## src/rtl/psr_pkg.sv

```systemverilog
// rtl/psr_pkg.sv - PSR field positions, flag index and event-priority encoding
package psr_pkg;

  localparam int PSR_ICC_HI   = 23;
  localparam int PSR_ICC_LO   = 20;
  localparam int PSR_PIL_HI   = 11;
  localparam int PSR_PIL_LO   = 8;
  localparam int PSR_S        = 7;
  localparam int PSR_PS       = 6;
  localparam int PSR_ET       = 5;
  localparam int PSR_CWP_HI   = 4;
  localparam int PSR_CWP_LO   = 0;

  localparam int CC_CARRY_IDX = 2;

  // Winning event of a cycle after priority resolution
  typedef enum logic [2:0] {
    EV_NONE,
    EV_TRAP,
    EV_RETT,
    EV_WR_PSR,
    EV_SAVE,
    EV_RESTORE,
    EV_SAVE_RESTORE
  } psr_event_e;

endpackage

```

## src/rtl/psr_window_register_if.sv

```systemverilog
// rtl/psr_window_register_if.sv - control-unit bus of the PSR block
interface psr_window_register_if #(
  parameter int NWINDOWS = 8,
  parameter int CWP_W    = $clog2(NWINDOWS)
);
  logic [3:0]          cc_in;
  logic                cc_we;
  logic                save;
  logic                restore;
  logic                trap;
  logic                rett;
  logic                wr_psr;
  logic [31:0]         psr_wdata;
  logic                wr_wim;
  logic [NWINDOWS-1:0] wim_wdata;

  logic [3:0]          icc;
  logic                carry;
  logic [CWP_W-1:0]    cwp;
  logic                s;
  logic                ps;
  logic                et;
  logic [NWINDOWS-1:0] wim;
  logic [3:0]          pil;
  logic [31:0]         psr_rdata;
  logic                window_overflow;
  logic                window_underflow;
  logic                illegal_op;
  logic                error_mode;

  modport master (
    output cc_in, cc_we, save, restore, trap, rett, wr_psr, psr_wdata, wr_wim, wim_wdata,
    input  icc, carry, cwp, s, ps, et, wim, pil, psr_rdata,
           window_overflow, window_underflow, illegal_op, error_mode
  );

  modport slave (
    input  cc_in, cc_we, save, restore, trap, rett, wr_psr, psr_wdata, wr_wim, wim_wdata,
    output icc, carry, cwp, s, ps, et, wim, pil, psr_rdata,
           window_overflow, window_underflow, illegal_op, error_mode
  );
endinterface

```

## src/rtl/cwp_wrap.sv

```systemverilog
// rtl/cwp_wrap.sv - combinational modulo-NWINDOWS increment or decrement of a CWP
module cwp_wrap #(
  parameter int NWINDOWS = 8,
  parameter bit INC      = 1'b1
) (
  input  logic [$clog2(NWINDOWS)-1:0] cwp,
  output logic [$clog2(NWINDOWS)-1:0] cwp_next
);
  localparam int CWP_W = $clog2(NWINDOWS);
  localparam logic [CWP_W-1:0] LAST = CWP_W'(NWINDOWS - 1);

  // Wrap at NWINDOWS-1 rather than at the power of two
  always_comb begin
    if (INC) cwp_next = (cwp == LAST) ? '0 : cwp + CWP_W'(1);
    else     cwp_next = (cwp == '0) ? LAST : cwp - CWP_W'(1);
  end
endmodule

```

## src/rtl/psr_window_register.sv

```systemverilog
// rtl/psr_window_register.sv - SPARC-style PSR with window rotation and trap handling; option PSR_PIL_EN
module psr_window_register
  import psr_pkg::*;
#(
  parameter int NWINDOWS  = 8,
  parameter int CWP_RESET = 0
) (
  input  logic                  clk,
  input  logic                  Clr,
  psr_window_register_if.slave  bus
);
  localparam int CWP_W = $clog2(NWINDOWS);

  logic [3:0]          icc_q, icc_d;
  logic [CWP_W-1:0]    cwp_q, cwp_d;
  logic                s_q, s_d, ps_q, ps_d, et_q, et_d;
  logic [NWINDOWS-1:0] wim_q, wim_d;
  logic [3:0]          pil_q, pil_d;
  logic                of_q, of_d, uf_q, uf_d, ill_q, ill_d, err_q, err_d;
  logic [CWP_W-1:0]    cwp_inc, cwp_dec;
  logic                psr_cwp_ok;
  psr_event_e          ev;
  logic                unused_wdata;

  cwp_wrap #(.NWINDOWS(NWINDOWS), .INC(1'b1)) u_inc (.cwp(cwp_q), .cwp_next(cwp_inc));
  cwp_wrap #(.NWINDOWS(NWINDOWS), .INC(1'b0)) u_dec (.cwp(cwp_q), .cwp_next(cwp_dec));

  assign psr_cwp_ok = {27'd0, bus.psr_wdata[PSR_CWP_HI:PSR_CWP_LO]} < 32'(NWINDOWS);

`ifdef PSR_PIL_EN
  assign unused_wdata = ^{bus.psr_wdata[31:24], bus.psr_wdata[19:12]};
`else
  assign unused_wdata = ^{bus.psr_wdata[31:24], bus.psr_wdata[19:8]};
`endif

  // Resolve simultaneous requests to the single winning event
  always_comb begin
    ev = EV_NONE;
    if (bus.trap)                     ev = EV_TRAP;
    else if (bus.rett)                ev = EV_RETT;
    else if (bus.wr_psr)              ev = EV_WR_PSR;
    else if (bus.save && bus.restore) ev = EV_SAVE_RESTORE;
    else if (bus.save)                ev = EV_SAVE;
    else if (bus.restore)             ev = EV_RESTORE;
  end

  // Next-state of every PSR field; WIM checks always see the pre-write mask
  always_comb begin
    icc_d = icc_q;
    cwp_d = cwp_q;
    s_d   = s_q;
    ps_d  = ps_q;
    et_d  = et_q;
    pil_d = pil_q;
    wim_d = bus.wr_wim ? bus.wim_wdata : wim_q;
    of_d  = 1'b0;
    uf_d  = 1'b0;
    ill_d = 1'b0;
    err_d = err_q;
    unique case (ev)
      EV_TRAP: begin
        if (et_q) begin
          cwp_d = cwp_dec;
          ps_d  = s_q;
          s_d   = 1'b1;
          et_d  = 1'b0;
        end else begin
          err_d = 1'b1;
        end
      end
      EV_RETT: begin
        if (et_q) begin
          ill_d = 1'b1;
        end else if (wim_q[cwp_inc]) begin
          uf_d = 1'b1;
        end else begin
          cwp_d = cwp_inc;
          s_d   = ps_q;
          et_d  = 1'b1;
        end
      end
      EV_WR_PSR: begin
        if (psr_cwp_ok) begin
          icc_d = bus.psr_wdata[PSR_ICC_HI:PSR_ICC_LO];
          s_d   = bus.psr_wdata[PSR_S];
          ps_d  = bus.psr_wdata[PSR_PS];
          et_d  = bus.psr_wdata[PSR_ET];
          cwp_d = bus.psr_wdata[CWP_W-1:0];
`ifdef PSR_PIL_EN
          pil_d = bus.psr_wdata[PSR_PIL_HI:PSR_PIL_LO];
`endif
        end else begin
          ill_d = 1'b1;
        end
      end
      EV_SAVE_RESTORE: ill_d = 1'b1;
      EV_SAVE: begin
        if (wim_q[cwp_dec]) of_d  = 1'b1;
        else                cwp_d = cwp_dec;
      end
      EV_RESTORE: begin
        if (wim_q[cwp_inc]) uf_d  = 1'b1;
        else                cwp_d = cwp_inc;
      end
      default: ;
    endcase
    // Flag writes survive window rotation but lose to trap/rett/wr_psr
    if (bus.cc_we && (ev inside {EV_NONE, EV_SAVE, EV_RESTORE, EV_SAVE_RESTORE}))
      icc_d = bus.cc_in;
  end

  // State register with asynchronous clear
  always_ff @(posedge clk or posedge Clr) begin
    if (Clr) begin
      icc_q <= '0;
      cwp_q <= CWP_W'(CWP_RESET);
      s_q   <= 1'b1;
      ps_q  <= 1'b0;
      et_q  <= 1'b0;
      wim_q <= '0;
      of_q  <= 1'b0;
      uf_q  <= 1'b0;
      ill_q <= 1'b0;
      err_q <= 1'b0;
    end else begin
      icc_q <= icc_d;
      cwp_q <= cwp_d;
      s_q   <= s_d;
      ps_q  <= ps_d;
      et_q  <= et_d;
      wim_q <= wim_d;
      of_q  <= of_d;
      uf_q  <= uf_d;
      ill_q <= ill_d;
      err_q <= err_d;
    end
  end

`ifdef PSR_PIL_EN
  // Interrupt level register, present only with the option enabled
  always_ff @(posedge clk or posedge Clr) begin
    if (Clr) pil_q <= '0;
    else     pil_q <= pil_d;
  end
`else
  assign pil_q = 4'd0;
`endif

  // Packed PSR view straight from the registers
  always_comb begin
    bus.psr_rdata                        = '0;
    bus.psr_rdata[PSR_ICC_HI:PSR_ICC_LO] = icc_q;
    bus.psr_rdata[PSR_PIL_HI:PSR_PIL_LO] = pil_q;
    bus.psr_rdata[PSR_S]                 = s_q;
    bus.psr_rdata[PSR_PS]                = ps_q;
    bus.psr_rdata[PSR_ET]                = et_q;
    bus.psr_rdata[PSR_CWP_HI:PSR_CWP_LO] = 5'(cwp_q);
  end

  assign bus.icc              = icc_q;
  assign bus.carry            = icc_q[CC_CARRY_IDX];
  assign bus.cwp              = cwp_q;
  assign bus.s                = s_q;
  assign bus.ps               = ps_q;
  assign bus.et               = et_q;
  assign bus.wim              = wim_q;
  assign bus.pil              = pil_q;
  assign bus.window_overflow  = of_q;
  assign bus.window_underflow = uf_q;
  assign bus.illegal_op       = ill_q;
  assign bus.error_mode       = err_q;
endmodule

```

## src/flat_wrapper.sv

```systemverilog
// flat-port wrapper written by rule: the top's interface ports become plain ports
module psr_window_register_flat import psr_pkg::*;
#(
  parameter int NWINDOWS  = 8,
  parameter int CWP_RESET = 0
)
  (clk, Clr, bus_cc_in, bus_cc_we, bus_save, bus_restore, bus_trap, bus_rett, bus_wr_psr, bus_psr_wdata, bus_wr_wim, bus_wim_wdata, bus_icc, bus_carry, bus_cwp, bus_s, bus_ps, bus_et, bus_wim, bus_pil, bus_psr_rdata, bus_window_overflow, bus_window_underflow, bus_illegal_op, bus_error_mode);
  psr_window_register_if #(.NWINDOWS(NWINDOWS)) bus_i ();
  input  logic clk;
  input  logic Clr;
  input wire logic [$bits(bus_i.cc_in)-1:0] bus_cc_in;
  input wire logic [$bits(bus_i.cc_we)-1:0] bus_cc_we;
  input wire logic [$bits(bus_i.save)-1:0] bus_save;
  input wire logic [$bits(bus_i.restore)-1:0] bus_restore;
  input wire logic [$bits(bus_i.trap)-1:0] bus_trap;
  input wire logic [$bits(bus_i.rett)-1:0] bus_rett;
  input wire logic [$bits(bus_i.wr_psr)-1:0] bus_wr_psr;
  input wire logic [$bits(bus_i.psr_wdata)-1:0] bus_psr_wdata;
  input wire logic [$bits(bus_i.wr_wim)-1:0] bus_wr_wim;
  input wire logic [$bits(bus_i.wim_wdata)-1:0] bus_wim_wdata;
  output wire logic [$bits(bus_i.icc)-1:0] bus_icc;
  output wire logic [$bits(bus_i.carry)-1:0] bus_carry;
  output wire logic [$bits(bus_i.cwp)-1:0] bus_cwp;
  output wire logic [$bits(bus_i.s)-1:0] bus_s;
  output wire logic [$bits(bus_i.ps)-1:0] bus_ps;
  output wire logic [$bits(bus_i.et)-1:0] bus_et;
  output wire logic [$bits(bus_i.wim)-1:0] bus_wim;
  output wire logic [$bits(bus_i.pil)-1:0] bus_pil;
  output wire logic [$bits(bus_i.psr_rdata)-1:0] bus_psr_rdata;
  output wire logic [$bits(bus_i.window_overflow)-1:0] bus_window_overflow;
  output wire logic [$bits(bus_i.window_underflow)-1:0] bus_window_underflow;
  output wire logic [$bits(bus_i.illegal_op)-1:0] bus_illegal_op;
  output wire logic [$bits(bus_i.error_mode)-1:0] bus_error_mode;
  assign bus_i.cc_in = bus_cc_in;
  assign bus_i.cc_we = bus_cc_we;
  assign bus_i.save = bus_save;
  assign bus_i.restore = bus_restore;
  assign bus_i.trap = bus_trap;
  assign bus_i.rett = bus_rett;
  assign bus_i.wr_psr = bus_wr_psr;
  assign bus_i.psr_wdata = bus_psr_wdata;
  assign bus_i.wr_wim = bus_wr_wim;
  assign bus_i.wim_wdata = bus_wim_wdata;
  assign bus_icc = bus_i.icc;
  assign bus_carry = bus_i.carry;
  assign bus_cwp = bus_i.cwp;
  assign bus_s = bus_i.s;
  assign bus_ps = bus_i.ps;
  assign bus_et = bus_i.et;
  assign bus_wim = bus_i.wim;
  assign bus_pil = bus_i.pil;
  assign bus_psr_rdata = bus_i.psr_rdata;
  assign bus_window_overflow = bus_i.window_overflow;
  assign bus_window_underflow = bus_i.window_underflow;
  assign bus_illegal_op = bus_i.illegal_op;
  assign bus_error_mode = bus_i.error_mode;
  psr_window_register #(.NWINDOWS(NWINDOWS), .CWP_RESET(CWP_RESET)) u_core (.clk(clk), .Clr(Clr), .bus(bus_i));
endmodule
```

## config.mk

```make
export PLATFORM = sky130hd
export DESIGN_NAME = psr_window_register_flat
export DESIGN_NICKNAME = d
export VERILOG_FILES = /design/src/rtl/psr_pkg.sv /design/src/rtl/psr_window_register_if.sv /design/src/rtl/cwp_wrap.sv /design/src/rtl/psr_window_register.sv /design/src/flat_wrapper.sv
export SDC_FILE = /design/constraint.sdc
export NUM_CORES = 1
export LEC_CHECK = 0
export CAP_MARGIN = 20
export CORE_MARGIN = 10
export CORE_UTILIZATION = 39
export CTS_CLUSTER_DIAMETER = 120
export CTS_CLUSTER_SIZE = 30
export DETAILED_ROUTE_END_ITERATION = 7
export PLACE_DENSITY = 0.93
export SETUP_SLACK_MARGIN = 0.1
export SLEW_MARGIN = 20
export SYNTH_ARGS = -nofsm -noshare
export SYNTH_HDL_FRONTEND = slang
export SYNTH_SLANG_ARGS = --single-unit
export TNS_END_PERCENT = 50
```

## constraint.sdc

```tcl
create_clock -name clk -period 4.5 [get_ports clk]
set_clock_uncertainty 0.15 [all_clocks]
set_input_delay 0.45 -clock clk [delete_from_list [all_inputs] [get_ports clk]]
set_output_delay 0.45 -clock clk [all_outputs]
set_load 0.02 [all_outputs]
```

After elaboration in Yosys (flattened, before gate mapping)
Cells that the tools add are included.

storage, ports and cells
  register bits after elaboration = 22
  word-level logic and storage cells = 85

cells by class
  add/sub/neg operators = 2
  magnitude comparators = 3
  equality and inequality tests = 12
  multiplexer cells = 41
  bitwise operators = 1
  reductions and logical operators = 16

operator list
  cell                                                    number
  two-way mux 3 bit                                       13
  two-way mux 1 bit                                       17
  one-hot mux 3 bit (5 select lines)                      1
  equality test 3 bit (second input constant)             4
  two-way mux 4 bit                                       3
  AND reduction 5 bit                                     2
  one-hot mux 1 bit (3 select lines)                      3
  < comparator 3 x 4 -> 1 bit (second input constant)     2
  binary-select mux 1 bit (select 3 bit)                  2
  equality test 3 x 2 -> 1 bit (second input constant)    2
  zero test 3 bit                                         2
  inequality test 2 bit (second input constant)           3
  AND reduction 2 bit                                     3
  nonzero test 2 bit                                      3
  < comparator 5 x 4 -> 1 bit (second input constant)     1
  nonzero test 5 bit                                      1
  inequality test 2 x 1 -> 1 bit (second input constant)  2
  one-hot mux 1 bit (2 select lines)                      2
  nonzero test 4 bit                                      1
  adder 3 x 1 -> 3 bit (second input constant)            1
  equality test 3 x 1 -> 1 bit (second input constant)    1
  AND reduction 3 bit                                     1
  nonzero test 3 bit                                      1
  subtractor 3 x 1 -> 3 bit (second input constant)       1
  other kinds (2)                                         3

Depth between registers and ports, before layout
Gate-level depths: netlist (run 1).

  word-level depth = 11
  depth in mapped cells = 11
  gate-level depth less buffers = 9

By module
From an unflattened synthesis (run 1), not the netlist that was laid out.

unflattened totals
  cells, all modules = 167
  area total of the unflattened synthesis = 1612.8 um^2

by module, submodules not included
  module                    times used  cells an instance  area each (um^2)  seq. area each (um^2)
  psr_window_register       1           156                1534.0            551.8
  cwp_wrap at u_core.u_dec  1           8                  50.0              0.0
  cwp_wrap at u_core.u_inc  1           3                  28.8              0.0

Least setup slack after synthesis (run 1)
OpenSTA, ideal clock, no wires.

  path type = reg2reg
  start point = reg u_core.cwp_q[0] (netlist: u_core.bus.cwp[0])
  end point = reg u_core.cwp_q[2] (netlist: u_core.bus.cwp[2])
  data arrival time = 2.318 ns
  required time = 4.224 ns
  slack = 1.906 ns
  cell stages (with the launch flop) = 12
  path buffers = 2
  clock period less this slack = 2.594 ns
  cells stage by stage = dfrtp_1 > clkbuf_8 > inv_1 > ha_1 > buf_6 > mux2_2 > a211oi_1 > o22ai_1 > o2111ai_2 > inv_1 > nor4b_2 > nor3_1

between the ends
  longest elaborated chain between the ends = 7

ends and longest elaborated chain
  item                                                                RTL line                                               RTL
  start, declared                                                     psr_window_register.sv:15                              logic [CWP_W-1:0] cwp_q, cwp_d;
  start signal, assigned                                              psr_window_register.sv:116                             cwp_q <= CWP_W'(CWP_RESET);
  start signal, assigned                                              psr_window_register.sv:127                             cwp_q <= cwp_d;
  adder 3 x 1 -> 3 bit / equality test 3 bit (equally long branches)  cwp_wrap.sv:14                                         if (INC) cwp_next = (cwp == LAST) ? '0 : cwp + CWP_W'(1);
  two-way mux 3 bit                                                   cwp_wrap.sv:14
  binary-select mux 1 bit (select 3 bit)                              psr_window_register.sv:74, psr_window_register.sv:102
  two-way mux 1 bit (implied by the code)                             psr_window_register.sv:74, psr_window_register.sv:102
  two-way mux 3 bit                                                   psr_window_register.sv:74, psr_window_register.sv:102
  two-way mux 3 bit                                                   psr_window_register.sv:72                              if (et_q) begin
  one-hot mux 3 bit (5 select lines)                                  psr_window_register.sv:60                              unique case (ev)

Parallel ways exist; a longest one is shown, timed or not. The select of a mux whose other input is x is not followed.
A chain may end at the register's enable or synchronous reset.

Worst setup path in the final report (run 1)
Ends and elaborated chain as after synthesis.

==> results of run 1 <==
==> layout by cell type (no fill, tap or decap), types with 3 or more instances in the layout <==
master and instances:
nor3_1 3, mux2i_1 7, inv_1 6, conb_1 26
nand2_1 11, mux2_2 10, nand2b_1 5, a211oi_1 3
clkbuf_8 3, nand3b_1 3, and2b_2 3, o21ai_0 8
nor2_1 9, clkdlybuf4s50_1 65, dfrtp_1 21, nor2b_1 4
ha_1 4, a21oi_1 12
==> path summary, 6_finish.rpt <==
kind | startpoint | endpoint
max | u_core.bus.cwp[0] | u_core.bus.cwp[2]
min | u_core.bus.error_mode | u_core.bus.error_mode
max reg2reg | u_core.bus.cwp[0] | u_core.bus.cwp[2]
min reg2reg | u_core.bus.error_mode | u_core.bus.error_mode
max in group asynchronous | Clr | u_core.bus.icc[2]
min in group asynchronous | Clr | u_core.bus.wim[3]
==> power breakdown <==
part / total (mW) / leakage [nW] / internal (mW) / switching (mW)
Sequential: 0.312 / 0.262 / 0.246 / 0.0651
Clock: 0.188 / 0.0357 / 0.119 / 0.0687
Combinational: 0.719 / 0.668 / 0.349 / 0.370
==> cells by family after synthesis <==
group | after synthesis | share of synthesized area (%)
buffers and inverters | 49 | 20.62
AND/OR/NAND/NOR | 48 | 16.69
AO/OA/AOI/OAI | 36 | 14.10
flip-flops | 22 | 32.72
multiplexers | 18 | 12.17
adder cells (fa/ha/maj) | 4 | 2.967
other | 1 | 0.2223
XOR/XNOR | 1 | 0.5194
==> critical path: stages (launching register included) <==
cell and delay (ns):
dfrtp_1 0.55, ha_1 0.28, ha_1 0.39, mux4_2 0.52, nand2_1 0.11, nand3_2 0.12
a211oi_2 0.31, nor4b_2 0.24, nor3_1 0.08
==> through the flow <==
stage | area (um2) | worst slack, ns | cells | util (%) | power (mW)
after floorplan | 1780 | 1.906 | 204 | - | 0.8616
after global placement | 2168 | 1.675 | 276 | 53.06 | 1.021
after detailed placement | 2168 | 1.645 | 276 | 53.06 | 1.041
after CTS | 2240 | 1.620 | 280 | 54.81 | 1.230
after global routing | 2240 | 1.417 | 280 | 54.81 | 1.301
final | 2240 | 1.631 | 280 | 54.81 | 1.218
==> layer usage <==
layer / global-route usage (%) / vias to the layer above
met3: 4.636 / 4
met2: 18.73 / 62
met5: 0 / -
met1: 12.68 / 631
met4: 3.144 / 0
li1: - / 661
==> cell type report <==
type | count | area (um2) | area share (%)
Tap cell | 50 | 62.56 | 2.793
Timing Repair Buffer | 65 | 650.6 | 29.05
Clock inverter | 1 | 30.03 | 1.341
Sequential cell | 22 | 551.8 | 24.64
Clock buffer | 3 | 41.29 | 1.844
Inverter | 6 | 22.52 | 1.006
Multi-Input combinational cell | 133 | 880.8 | 39.33
==> run metrics, run 1 <==
cells after synthesis 179; vias in the first global route 1,434; Worst Path Arrival 2.87 ns; first-pass GRT wire length 6893 um; Clock Sink Count 22; Critical Path End Type flop; Final Setup Violations 0; met3 wire length 399 um; synth cell count leaders buf_4 (37), dfrtp_1 (21), a21oi_1 (12), nand2_1 (11), mux2_2 (10); max_slew headroom 42.45%; count of cell types in the netlist 43; Metal-1 WL 1775 um; total grt overflow 0; GRT Overall Usage 11.17%; worst hold path class flop to flop; I/O pin total 112; die height 85.76 um; hold_ws 0.3242 ns; largest net degree at the start of global routing 23; fmax 348.5 MHz; DIE AREA 7355 um2; CTS resizes 0; EDFF count, synth 0; CTS tree done; Nets 288; worst skew pair latency 0.26 ns; via count 1,358; number of synthesis warnings 0; root buf cell clkbuf_8; DRC 0; Leak 0.9659 nW; Pre-antenna DRT Iters 4; metal2 WL 2157 um; CTS buffer count 3; maxcap violations 0; Final Hold Vio Count 0; Hold Crit Depth 1; initial core utilization 41.27%; maximum vdd drop 279.5 uV; syn_area_per_cell 9.422 um2; initial drt markers 81; Max Used Layer met4; H-tree levels 1; n_diodes 0; ys flop type dfrtp_1; worst reg2reg setup slack 1.63 ns; clk buf depth 2; Final GP Congestion 0.8612; DP HPWL 3624 um; Hold Buf Count CTS 0; Largest register FFs 8; core footprint 4086 um2; Yosys top cell by area dfrtp_1; minimum clock period 2.869 ns; mapped cell area 1687 um2; Worst Max-Slew Pin Slew 0.8623 ns; Async SR Flop Fraction 100.0%; post-DR wirelength/cell 15.66 um; Seq cells post-synth 22; Critical Path RT 4.50 ns; row count 23; crit path max fanout 14; port bufs 65; Slew Limit Fails 0; RSZ-0062 raised after global routing false; Critical Path Source Type flop; DR vias/cell 4.850; sequential area share after synthesis 32.72%; layout cells sized above 1 11.74%; pwr/cell area 543.7 nW/um2; Final ANT Viol Nets 0; FF-to-FF path depth 8; Fillers 381; Die W 85.76 um; synth-to-layout area growth 32.79%; drt total wl 4384 um; outcome finished clean; most frequent cell after synthesis buf_4; Crit Path Category flop to flop; Synth top area share 31.16%; top cells by area, synth dfrtp_1 (31%), buf_4 (16%), mux2_2 (6.7%), mux2i_1 (4.2%), a21oi_1 (3.6%); TNS Setup 0 ns; clk slew on worst S/H paths 0.09 ns; initial antenna violation count 0; postcts setup bufs 0; period utilization 63.76%
Power figures use the tool's default switching activity.
==> run 2: changes to the inputs <==
--- a/config.mk
+++ b/config.mk
@@ -7,11 +7,11 @@
 export LEC_CHECK = 0
 export CAP_MARGIN = 20
 export CORE_MARGIN = 10
-export CORE_UTILIZATION = 39
+export CORE_UTILIZATION = 36
 export CTS_CLUSTER_DIAMETER = 120
 export CTS_CLUSTER_SIZE = 30
 export DETAILED_ROUTE_END_ITERATION = 7
-export PLACE_DENSITY = 0.93
+export PLACE_DENSITY = 0.88
 export SETUP_SLACK_MARGIN = 0.1
 export SLEW_MARGIN = 20
 export SYNTH_ARGS = -nofsm -noshare
==> constraint.sdc (replaced) <==
create_clock -name clk -period 2.8 [get_ports clk]
set_clock_uncertainty 0.15 [all_clocks]
set_input_delay 0.28 -clock clk [delete_from_list [all_inputs] [get_ports clk]]
set_output_delay 0.28 -clock clk [all_outputs]
set_load 0.02 [all_outputs]
==> run 2 against run 1 <==
  * Sequential share of layout area shrank 0.52 points
  * Final area up 2.4%
  * Sequential power rose by 52%
  * Critical path type unchanged
  * Clock power is 23% higher
  * Power rose by 66%
  * Critical path depth stayed put
  * Combinational power grew 84%
  * Hold slack worse by 0.0019 ns
  * Via count is 3.8% higher
  * Flip-flop and latch count did not move
  * Global-route usage grew 0.093 points
  * Setup slack got worse by 1.4 ns
==> run metrics, run 2 (synthesis gave the netlist of run 1 again) <==
outcome finished clean; Final Hold Vio Count 0; CP Cell Sequence ha_1, ha_1, mux4_2, nand2_2, nand3_4, a211oi_4, nor4b_4, nor3_1; initial drt markers 98; layout cells sized above 1 14.89%; vias in the first global route 1,543; worst skew pair latency 0.26 ns; row count 24; FF-to-FF path depth 8; fin cells 287; Final Setup Violations 0; initial antenna violation count 0; via count 1,409; drt total wl 4752 um; Clock Sink Count 22; port bufs 65; post-DR wirelength/cell 16.56 um; Slew Limit Fails 0; Critical Path Source Type flop; clk buf depth 2; root buf cell clkbuf_8; Nets 293; critical path's largest stage delay 0.51 ns; Worst Max-Slew Pin Slew 0.8911 ns; n_diodes 0; Critical Path RT 2.80 ns; CTS buffer count 3; fmax 381.8 MHz; logic gate share of total power 65.1%; die height 88.45 um; synth-to-layout area growth 35.98%; Sw Ratio 42.90%; hold path endpoint u_core.bus.error_mode; postcts setup bufs 0; most common cell after layout, fill and taps aside clkdlybuf4s50_1; core footprint 4444 um2; first-pass GRT wire length 7107 um; total grt overflow 0; maxcap violations 0; DR vias/cell 4.909; pwr/cell area 880.7 nW/um2; Worst Path Arrival 2.62 ns; Final GP Congestion 0.8983; Clk network pwr share 11.5%; Layout Utilization 51.60%; worst hold path class flop to flop; largest net degree at the start of global routing 23; DP HPWL 3841 um; Critical Path End Type flop; part of the power in registers 23.4%; CTS tree done; max_slew headroom 40.53%; GRT Overall Usage 11.26%; H-tree levels 1; Hold Crit Depth 1; critical path buffer and inverter count 0; most frequent cells in the layout clkdlybuf4s50_1 (65), conb_1 (26), dfrtp_1 (20), a21oi_1 (12); Int Power 1.153 mW; net switching power 866.6 uW; RSZ-0062 raised after global routing false; Final ANT Viol Nets 0; Worst path slowest cell mux4_2; hold_sp u_core.bus.error_mode; clk slew on worst S/H paths 0.08 ns; crit path max fanout 5; Crit Path Category flop to flop; Largest register FFs 8; Leak 0.9879 nW; dpl cell area 2208 um2; minimum clock period 2.619 ns; DRC 0; worst reg2reg setup slack 0.18 ns; worst reg2reg endpoint u_core.bus.cwp[2]; CP top delay family adder cells; Most Frequent Cell on Critical Path ha_1; RR Startpoint u_core.bus.cwp[0]; Design Area, Final 2293 um2; maximum vdd drop 324.2 uV; initial core utilization 37.95%; Die W 88.45 um; # placed instances 283; period utilization 93.53%; hold_ws 0.3223 ns; Pre-antenna DRT Iters 4; I/O pin total 112; TNS Setup 0 ns; DIE AREA 7823 um2
==> run 2: layer usage <==
layer	track usage, %	wire [um]
met4	3.377	36
met2	19.16	2332
met1	12.90	2003
met3	4.136	379
met5	0	0
==> run 2: cell type report <==
class                   count  area, um2
flip-flops and latches     22      553.0
well taps                  52      65.06
repair buffers             70      688.2
clock buffers               4      55.05
multi-input cells         133      909.6
inverters                   6      22.52
fillers                   419       2151
==> run 2: worst register-to-register path: stages (launching register included) <==
cell	delay (ns)
dfrtp_2	0.44
ha_1	0.22
ha_1	0.33
mux4_2	0.51
nand2_2	0.11
nand3_4	0.11
a211oi_4	0.32
nor4b_4	0.25
nor3_1	0.08
==> run 2: worst max-delay path by stage <==
| stage | depth (start not counted) | startpoint | to |
|---|---|---|---|
| 6_report | 8 | u_core.bus.cwp[0] | u_core.bus.cwp[2] |
| 5_1_grt | 9 | u_core.bus.cwp[0] | u_core.bus.cwp[2] |
| 4_1_cts | 8 | u_core.bus.cwp[0] | u_core.bus.cwp[2] |
| 3_5_place_dp | 8 | u_core.bus.cwp[0] | u_core.bus.cwp[2] |
| 3_3_place_gp | 8 | u_core.bus.cwp[0] | u_core.bus.cwp[2] |
| 2_1_floorplan | 11 | u_core.bus.cwp[0] | u_core.bus.cwp[2] |
==> run 2: stage by stage <==
stage | power (mW) | setup slack (ns)
detailed placement | 1.721 | 0.1676
finish | 2.020 | 0.1811
global route | 2.158 | 0.05076
CTS | 1.957 | 0.1324
floorplan | 1.385 | 0.2056
global placement | 1.690 | 0.1987
==> run 2: repair_timing <==
| item | CTS | global route |
|---|---|---|
| endpoints found under the setup margin | 0 | 3 |
| hold buffers | 0 | 0 |
| resized for setup | 0 | 6 |
==> run 2: power by group through the flow <==
stage	logic [mW]	clock network, mW	registers, mW
global placement	1.22	0	0.475
global route	1.42	0.250	0.486
detailed placement	1.24	0	0.478
floorplan	0.821	0	0.564
finish	1.32	0.231	0.473
CTS	1.25	0.238	0.473
==> run 3: changes to the inputs <==
--- a/config.mk
+++ b/config.mk
@@ -6,7 +6,7 @@
 export NUM_CORES = 1
 export LEC_CHECK = 0
 export CAP_MARGIN = 20
-export CORE_MARGIN = 10
+export CORE_MARGIN = 2
 export CORE_UTILIZATION = 36
 export CTS_CLUSTER_DIAMETER = 120
 export CTS_CLUSTER_SIZE = 30
==> run 3 against run 2 <==
  * Die area shrank 33%
  * First-iteration DRC count shrank 24%
  * Largest cell class unchanged
  * Power shrank 1.5%
  * Register-to-register slack is essentially flat
  * Sequential power grew 0.8%
  * Sequential share of layout area grew 0.15 points
  * Core utilization shrank 0.31 points
==> run metrics, run 3 (synthesis gave the netlist of run 1 again) <==
CP Cell Sequence ha_1, ha_4, mux4_2, nand2_1, nand3_2, a211oi_4, nor4b_2, nor3_1; Nets 292; worst hold path class input pin to asynchronous set/reset pin; outcome finished clean; Clock Sink Count 22; core footprint 4444 um2; critical path buffer and inverter count 0; Pre-antenna DRT Iters 4; CTS tree done; RR Startpoint u_core.bus.cwp[0]; Worst Max-Slew Pin Slew 0.8519 ns; Slew Limit Fails 0; first-pass GRT wire length 6065 um; worst skew pair latency 0.27 ns; pwr/cell area 872.9 nW/um2; period utilization 93.58%; port bufs 65; clk slew on worst S/H paths 0.08 ns; Final Hold Vio Count 0; CP top delay family simple AND/OR/NAND/NOR gates; Final ANT Viol Nets 0; worst reg2reg setup slack 0.18 ns; maximum vdd drop 343.1 uV; Worst Path Arrival 2.62 ns; largest net degree at the start of global routing 23; fin cells 286; postcts setup bufs 0; total grt overflow 0; synth-to-layout area growth 35.16%; critical path's largest stage delay 0.49 ns; GRT Overall Usage 14.73%; minimum clock period 2.620 ns; maxcap violations 0; CTS buffer count 3; worst setup margin 0.1798 ns; Critical Path Source Type flop; vias in the first global route 1,369; Crit Path Category flop to flop; Critical Path End Type flop; row count 24; Worst path slowest cell mux4_2; DIE AREA 5248 um2; Final Setup Violations 0; initial core utilization 37.95%; Largest register FFs 8; n_diodes 0; Final GP Congestion 0.8686; RSZ-0062 raised after global routing false; TNS Setup 0 ns; Hold Buf Count CTS 0; die height 72.45 um; root buf cell clkbuf_8; worst reg2reg endpoint u_core.bus.cwp[2]; layout cells sized above 1 14.53%; pre-CTS setup slack 0.1549 ns; post-DR wirelength/cell 14.06 um; drt total wl 4022 um; initial drt markers 74; Critical Path RT 2.80 ns; DRC 0; most common cell after layout, fill and taps aside clkdlybuf4s50_1; DR vias/cell 5.028; max_slew headroom 43.14%; Leak 0.9781 nW; I/O pin total 112; # placed instances 282; Die W 72.45 um; FF-to-FF path depth 8; crit path max fanout 5; H-tree levels 1; DP HPWL 3102 um; fmax 381.7 MHz; CTS resizes 0; most frequent cells in the layout clkdlybuf4s50_1 (65), conb_1 (26), dfrtp_1 (20), a21oi_1 (12); via count 1,438; initial antenna violation count 0; clk buf depth 2
## run 3: worst max path at each step
stage | start | to | slack (ns) | depth (start not counted)
6_report | u_core.bus.cwp[0] | u_core.bus.cwp[2] | 0.18 | 8
3_3_place_gp | u_core.bus.cwp[0] | u_core.bus.cwp[2] | 0.20 | 8
2_1_floorplan | u_core.bus.cwp[0] | u_core.bus.cwp[2] | 0.21 | 11
3_5_place_dp | u_core.bus.cwp[0] | u_core.bus.cwp[2] | 0.15 | 8
5_1_grt | u_core.bus.cwp[0] | u_core.bus.cwp[2] | 0.08 | 8
4_1_cts | u_core.bus.cwp[0] | u_core.bus.cwp[2] | 0.14 | 8
## run 3: metal layers
metal	share of wire, %	up-vias	GRT usage (%)	wire length, um
li1	-	672	-	-
met1	41	691	18.43	1663
met2	49	68	24.57	1986
met3	7.8	7	3.611	312
met4	1.5	0	5.556	59
met5	0	-	0	0
## run 3: cell type report
type,count,area [um2]
Inverter,6,22.52
Sequential cell,22,553.0
Tap cell,52,65.06
Fill cell,424,2165
Clock buffer,4,55.05
Multi-Input combinational cell,133,903.4
Timing Repair Buffer,69,680.7
## run 3: stage by stage
stage	utilization (%)	power (mW)	hold slack [ns]	instance area (um2)
after global placement	49.52	1.674	0.3042	2201
after detailed placement	49.52	1.708	0.3129	2201
after CTS	50.76	1.950	0.3328	2256
after global routing	51.30	2.120	0.3921	2280
final	51.30	1.990	0.3320	2280
after floorplan	-	1.385	0.1185	1780
## run 3: power by group
group          switching, mW  total, mW  internal [mW]
sequential            0.0785      0.477          0.398
combinational          0.660       1.28          0.618
clock                  0.109      0.235          0.126
total                  0.848       1.99           1.14
## run 3: worst reg2reg max path, cell delays in order (launching register included)
cell and delay (ns):
dfrtp_2 0.44, ha_1 0.24, ha_4 0.28, mux4_2 0.49
nand2_1 0.11, nand3_2 0.15, a211oi_4 0.33, nor4b_2 0.24
nor3_1 0.08
